[src/rtl/branch_resolve_unit.sv]
// Execute-stage branch resolution: turns condition flags plus funct3 into a
// taken decision, checks it against the fetch prediction, issues a registered
// redirect with a multi-cycle flush, owns the 2-bit predictor table read by
// fetch, and keeps saturating performance counters.
module branch_resolve_unit #(
  parameter int IDX_BITS     = 4,
  parameter int FLUSH_CYCLES = 2
) (
  input  logic        CLK,
  input  logic        RST,
  input  logic        ex_valid,
  input  logic [1:0]  ex_kind,
  input  logic [2:0]  ex_funct3,
  input  logic        br_eq,
  input  logic        br_lt,
  input  logic        br_ltu,
  input  logic [31:0] ex_pc,
  input  logic [31:0] ex_target,
  input  logic        ex_pred_taken,
  input  logic [31:0] fetch_pc,
  output logic        fetch_pred_taken,
  output logic        redirect_valid,
  output logic [31:0] redirect_pc,
  output logic        flush,
  output logic        illegal_br,
  output logic [31:0] br_count,
  output logic [31:0] mispred_count
);

  localparam int unsigned ENTRIES = 1 << IDX_BITS;

  typedef enum logic {
    IDLE,
    FLUSH
  } state_t;

  state_t      state, state_nx;
  logic [2:0]  fcnt, fcnt_nx;

  logic [1:0]  pht [ENTRIES];

  logic                sample;
  logic                is_br;
  logic                f3_illegal;
  logic                legal;
  logic                cond_taken;
  logic                actual_taken;
  logic                mispred;
  logic                redirect_req;
  logic                pht_update;
  logic [31:0]         next_pc;
  logic [IDX_BITS-1:0] ex_idx;
  logic [IDX_BITS-1:0] fetch_idx;
  logic                unused_fetch_pc_bits;

  assign ex_idx    = ex_pc[IDX_BITS+1:2];
  assign fetch_idx = fetch_pc[IDX_BITS+1:2];
  assign unused_fetch_pc_bits = ^{fetch_pc[31:IDX_BITS+2], fetch_pc[1:0]};

  // Fetch reads the pre-update entry; a same-cycle write lands next cycle.
  assign fetch_pred_taken = pht[fetch_idx][1];

  assign flush = (state == FLUSH);

  // Resolve the control transfer and decide whether fetch went the wrong way.
  always_comb begin
    sample     = (state == IDLE) && ex_valid && (ex_kind != 2'b00);
    is_br      = (ex_kind == 2'b01);
    f3_illegal = (ex_funct3[2:1] == 2'b01);
    legal      = !(is_br && f3_illegal);

    cond_taken = 1'b0;
    case (ex_funct3)
      3'b000:  cond_taken = br_eq;
      3'b001:  cond_taken = !br_eq;
      3'b100:  cond_taken = br_lt;
      3'b101:  cond_taken = !br_lt;
      3'b110:  cond_taken = br_ltu;
      3'b111:  cond_taken = !br_ltu;
      default: cond_taken = 1'b0;
    endcase

    actual_taken = is_br ? cond_taken : 1'b1;
    // JALR always redirects since fetch never knows its target.
    mispred      = legal && ((ex_kind == 2'b11) || (actual_taken != ex_pred_taken));
    redirect_req = sample && mispred;
    pht_update   = sample && is_br && !f3_illegal;
    next_pc      = actual_taken ? ex_target : (ex_pc + 32'd4);
  end

  // State and flush-counter register.
  always_ff @(posedge CLK or posedge RST) begin
    if (RST) begin
      state <= IDLE;
      fcnt  <= '0;
    end else begin
      state <= state_nx;
      fcnt  <= fcnt_nx;
    end
  end

  // Next-state: hold FLUSH for FLUSH_CYCLES cycles after each redirect.
  always_comb begin
    state_nx = state;
    fcnt_nx  = fcnt;
    case (state)
      IDLE: begin
        if (redirect_req) begin
          state_nx = FLUSH;
          fcnt_nx  = 3'(FLUSH_CYCLES);
        end
      end
      FLUSH: begin
        if (fcnt <= 3'd1) begin
          state_nx = IDLE;
          fcnt_nx  = '0;
        end else begin
          fcnt_nx = fcnt - 3'd1;
        end
      end
      default: begin
        state_nx = IDLE;
        fcnt_nx  = '0;
      end
    endcase
  end

  // Registered redirect and illegal-funct3 pulses.
  always_ff @(posedge CLK or posedge RST) begin
    if (RST) begin
      redirect_valid <= 1'b0;
      redirect_pc    <= '0;
      illegal_br     <= 1'b0;
    end else begin
      redirect_valid <= redirect_req;
      if (redirect_req) begin
        redirect_pc <= next_pc;
      end
      illegal_br <= sample && is_br && f3_illegal;
    end
  end

  // Saturating performance counters.
  always_ff @(posedge CLK or posedge RST) begin
    if (RST) begin
      br_count      <= '0;
      mispred_count <= '0;
    end else begin
      if (sample && legal && (br_count != '1)) begin
        br_count <= br_count + 32'd1;
      end
      if (redirect_req && (mispred_count != '1)) begin
        mispred_count <= mispred_count + 32'd1;
      end
    end
  end

  // 2-bit saturating predictor table, trained by legal conditional branches only.
  always_ff @(posedge CLK or posedge RST) begin
    if (RST) begin
      for (int unsigned i = 0; i < ENTRIES; i++) begin
        pht[i] <= 2'b01;
      end
    end else if (pht_update) begin
      if (actual_taken) begin
        if (pht[ex_idx] != 2'b11) begin
          pht[ex_idx] <= pht[ex_idx] + 2'b01;
        end
      end else begin
        if (pht[ex_idx] != 2'b00) begin
          pht[ex_idx] <= pht[ex_idx] - 2'b01;
        end
      end
    end
  end

endmodule

[config.mk]
export PLATFORM = sky130hd
export DESIGN_NAME = branch_resolve_unit
export DESIGN_NICKNAME = d
export VERILOG_FILES = /design/src/rtl/branch_resolve_unit.sv
export SDC_FILE = /design/constraint.sdc
export NUM_CORES = 1
export LEC_CHECK = 0
export CAP_MARGIN = 20
export CORE_MARGIN = 8
export CORE_UTILIZATION = 49
export CTS_CLUSTER_DIAMETER = 100
export DETAILED_ROUTE_END_ITERATION = 7
export GPL_ROUTABILITY_DRIVEN = 0
export GPL_TIMING_DRIVEN = 0
export PLACE_DENSITY = 0.79
export SLEW_MARGIN = 20
export SYNTH_ARGS = -nofsm -noshare
export SYNTH_HDL_FRONTEND = slang
export SYNTH_SLANG_ARGS = --single-unit
[constraint.sdc]
create_clock -name CLK -period 6.22 [get_ports CLK]
set_input_delay 1.244 -clock CLK [delete_from_list [all_inputs] [get_ports CLK]]
set_output_delay 1.244 -clock CLK [all_outputs]
set_load 0.05 [all_outputs]
Yosys cells after proc, flatten, opt, wreduce, memory -nomap -nowiden

Cells that the tools add are included.

Memory bits (read-only): 0
Bits in latches: 0
Logic and storage cells: 95
Memories kept: 0
Memory bits (writable): 0
Register bits after elaboration: 134

Multiplexer cells: 22
Bitwise operators: 3
Equality and inequality tests: 14
Divide/modulo/power cells: 0
$add $sub $neg: 6
Order comparisons: 4
Reductions and logical operators: 23
Shift-type cells: 0
Multipliers: 0

Operator list:

| operator                                                    | count |
|---|---|
| 2-to-1 mux 32 bit                                           | 4 |
| adder 32 x 1 -> 32 bit (second input constant)              | 2 |
| bitwise mux 32 bit                                          | 2 |
| inequality test 32 bit (second input constant)              | 2 |
| adder 32 x 3 -> 32 bit (second input constant)              | 1 |
| binary-select mux 2 bit (select 4 bit)                      | 2 |
| == test 3 bit (second input constant)                       | 4 |
| logical AND 1 bit                                           | 12 |
| >= comparator 5 bit (second input constant)                 | 2 |
| 2-to-1 mux 2 bit                                            | 5 |
| inverter 4 -> 5 bit                                         | 2 |
| demux 2 bit (select 4 bit)                                  | 1 |
| 2-to-1 mux 3 bit                                            | 2 |
| case mux 1 bit (6 select lines)                             | 1 |
| case mux 3 bit (2 select lines)                             | 1 |
| nonzero test 2 bit                                          | 3 |
| zero test 1 bit                                             | 5 |
| less-than comparator 5 x 1 -> 1 bit (second input constant) | 1 |
| == test 2 x 1 -> 1 bit (second input constant)              | 2 |
| inequality test 2 bit (second input constant)               | 2 |
| == test 3 x 1 -> 1 bit (second input constant)              | 1 |
| <= comparator 3 x 1 -> 1 bit (second input constant)        | 1 |
| zero test 3 bit                                             | 1 |
| 2-to-1 mux 1 bit                                            | 3 |
| other kinds (10)                                            | 10 |

Depth between registers and ports, before layout

Depth in word-level cells: 9
Depth in mapped cells: 12

Worst setup path after synthesis

OpenSTA, ideal clock, no wires.

Path kind: input port to flip-flop
Start: input port ex_pc[3]
End: register pht[21] (netlist bit)
Cell stages on the path: 11
Buffers on the path: 3
Setup time: 0.125 ns
Setup slack: 2.118 ns
Data arrival time: 3.977 ns
Cells stage by stage: buf_1 -> mux4_2 -> mux2_2 -> o21ai_1 -> clkbuf_1 -> inv_1 -> ha_1 -> mux2i_1 -> buf_2 -> and4_1 -> mux2_2

Longest elaborated chain between the ends: 8
Elaborated cells between the ends (all ways): 21
Those cells by class: 2 x add/sub; 2 x order compare; 2 x eq/ne; 10 x mux; 1 x bitwise; 4 x reduce/logical

RTL lines:

| element                                                                            | line     | source |
|---|---|---|
| start: declaration                                                                 | 17       | `input logic [31:0] ex_pc,` |
| inverter 4 -> 5 bit (implied by the code) (*)                                      | --       |  |
| binary-select mux 2 bit (select 4 bit) (tied with other cells)                     | --       |  |
| 2-to-1 mux 2 bit (implied by the code) / logical AND 1 bit (equally long branches) | --       |  |
| 2-to-1 mux 2 bit, on equally long branches                                         | --       |  |
| subtractor 2 x 1 -> 2 bit (tied with other cells)                                  | 171      | `pht[ex_idx] <= pht[ex_idx] - 2'b01;` |
| bitwise mux 32 bit, on equally long branches                                       | 171, 167 |  |
| 2-to-1 mux 32 bit, on equally long branches                                        | 170, 166 |  |
| 2-to-1 mux 32 bit                                                                  | 165      | `if (actual_taken) begin` |
| end signal: indexed assignment                                                     | 167      | `pht[ex_idx] <= pht[ex_idx] + 2'b01;` |
| end signal: indexed assignment                                                     | 171      |  |
| end: declaration                                                                   | 40       | `logic [1:0] pht [ENTRIES];` |

Mark *: on every way between the ends. The rest lies on a longest branch, timed or not. The select of a mux whose other input is x is not followed.
A chain may end at the register's enable or synchronous reset.

Worst setup path after layout

Start: input port ex_pc[3]
End: register pht[25] (netlist bit)

The elaborated chain is that of the path after synthesis.

==> run_results.csv <==
group,metric,value,unit
setup_path,cp.required,6.52,ns
timing,holdWs,0.479,ns
cells_and_area,drive_gt1_share,13.0,%
synthesis,netlist_top_cells_count,"dfrtp_1, nand2_1, xnor2_1, nor2_1, nand4_1",
cts,ctsHoldBuffers,0,
hold_path,hold_path_end,"redirect_pc[7]",
cts,clk_latency,0.42,ns
hold_path,hold_path_depth,2,
routing,wire_per_inst,18.2,µm
timing,setup_tns,0,ns
timing,drv_slew,0,
cells_and_area,regArea,3370,µm²
global_routing,grt_max_degree,77,
cts,post_cts_buffers,0,
cts,cts_root_buffer,"clkbuf_16",
synthesis,yosysTopAreaCellShare,40.2,%
setup_path,r2r_setup_slack,2.40,ns
place,port_buffers,177,
routing,ant_nets,0,
cells_and_area,multi_input_area,3740,µm²
timing,finalClockSkew,0.0158,ns
synthesis,yosysTopAreaCell,"dfrtp_1",
timing,period_share,86.9,%
synthesis,syn_nets,837,
global_routing,grt_use_total,21.1,%
timing,rsz0062_at_grt,"false",
cts,clkTransAtPathRegs,0.06,ns
synthesis,ys.flop_type,"dfrtp_1",
setup_path,start_kind,"primary input",
synthesis,syn_area,7340,µm²
timing,period_needed,5.41,ns
pwr,powerDensity,358,nW/µm²
timing,relSlewSlack,52.1,%
place,pre_cts_slack,0.544,ns
pwr,p_leak,4.21,nW
flow_run,maxCapViolCount,0,
floorplanning,row_count,44,
routing,via_per_inst,5.60,
cts,cts.sinks,134,
hold_path,hold_path_startpoint,"redirect_pc[7]",
synthesis,synthArstFlopShare,100,%
routing,wl,20200,µm
setup_path,rr_worst_depth,10,
cells_and_area,n_fill_cell,1111,
global_routing,grt_antenna_before_repair,0,
cells_and_area,post-route-util,68.7,%
cells_and_area,design_area,10000,µm²
setup_path,crit_arrival,5.70,ns
place,placed_area,9370,µm²
global_routing,overflow,0,
synthesis,ys_seq_area_share,46.0,%
cells_and_area,instances_no_fill,1113,
synthesis,synth_edf_count,0,
setup_path,r2r-end,"pht[25]",
synthesis,ys_ff_latch,134,
setup_path,critPathMaxFanout,10,
cells_and_area,nNetsFinal,1034,
synthesis,synth.most_common_cell,"dfrtp_1",
routing,drtIter0Drc,375,
floorplanning,ios,208,
pwr,ir_worst_vdd,0.000195,V
hold_path,hp-class,"register to register",
floorplanning,core,14600,µm²
synthesis,synth_cell_type_count,48,
cts,h-tree-depth,4,
synthesis,syn-instance-count,719,
floorplanning,initial_utilization,50.3,%
timing,hold_violations,0,
pwr,total_power,3.59,mW
floorplanning,die_area,19100,µm²
routing,drtPass1Iterations,5,
setup_path,worstSetupPathType,"primary input to register",
synthesis,synth_top_cells_by_area,"dfrtp_1, xnor2_1, dfstp_2",
synthesis,synth_area_per_cell,10.2,µm²
timing,tightestPinTransition,0.712,ns
synthesis,ys_warn_count,0,
cts,cts_tree,"yes",
routing,drc,0,
floorplanning,die_h,138,µm
cts,cts_buffers,17,
timing,worst_slack,0.814,ns
cells_and_area,syn2layout_area_growth,36.5,%
global_routing,first_global_vias,6345,
global_routing,grt_pass1_wl,33200,µm
routing,vias,6232,
status,status,"finished, final reports clean",
setup_path,crit_start,"ex_pc[3]",
place,dp_cells,1081,
floorplanning,die_w,138,µm
cts,cts_max_path_buffers,2,
timing,fmax,185,MHz
setup_path,endpoint_kind,"register",
timing,setup_viol,0,
cells_and_area,antennaDiodeCount,0,
place,dp_hpwl,15200,µm
cts,cts_resized,0,
==> logic make-up after synthesis <==
family | after synthesis | share of synthesized area (%)
AOI/OAI and AO/OA | 75 | 5.75
DFF | 134 | 46.0
muxes | 55 | 10.5
adders and majority gates | 10 | 1.71
and+or+nand+nor | 301 | 22.0
xor gates and xnor gates | 93 | 11.1
buffers and inverters | 51 | 3.02
==> area by class of cell <==
class	count	share of cell area (%)
Timing Repair Buffer	178	18.0
Inverter	17	0.712
Clock buffer	24	5.01
Buffer	34	1.57
Multi-Input combinational cell	534	37.4
Sequential cell	134	33.7
Tap cell	184	2.30
Clock inverter	8	1.42
==> how the worst max path moves through the flow <==
stage,endpoint,slack (ns)
floorplan,br_count[0],1.42
global placement,redirect_pc[23],-0.53
detailed placement,pht[25],0.54
CTS,pht[25],0.92
global route,pht[25],0.69
finish,pht[25],0.81
==> worst max-delay path, stage by stage <==
cell and delay [ns]:
clkdlybuf4s50_1 0.64, buf_1 0.54, mux4_2 0.42, mux2_2 0.28
o21ai_1 0.54, clkbuf_1 0.44, inv_1 0.09, ha_1 0.20
mux2i_1 0.36, buf_2 0.29, and4_1 0.28, mux2_2 0.36
==> report_power, final <==
| group | leakage (nW) | switching [mW] | internal (mW) |
|---|---|---|---|
| Clock | 0.316 | 0.367 | 0.723 |
| Combinational | 2.20 | 0.841 | 0.455 |
| Sequential | 1.70 | 0.139 | 1.06 |
==> cell usage in the layout (no fill, tap or decap), drive strengths merged, types with 17 or more instances in the layout <==
cell type / Yosys / routed
o21ai: 45 / 45
nor2: 52 / 52
mux2: 35 / 35
and3: 23 / 23
nor3: 18 / 18
nand3: 43 / 43
nand2: 66 / 66
clkdlybuf4s50: 0 / 177
xnor2: 60 / 60
inv: 17 / 17
xor2: 33 / 33
nand4: 44 / 44
dfrtp: 118 / 118
clkbuf: 20 / 44
==> per-layer routing <==
layer	up-vias	share of wire, %	global-route usage [%]
li1	2969	-	-
met4	0	2.6	8.64
met5	-	0	0
met3	33	6.7	5.86
met2	209	48	33.6
met1	3021	43	26.7
Power figures use the tool's default switching activity.
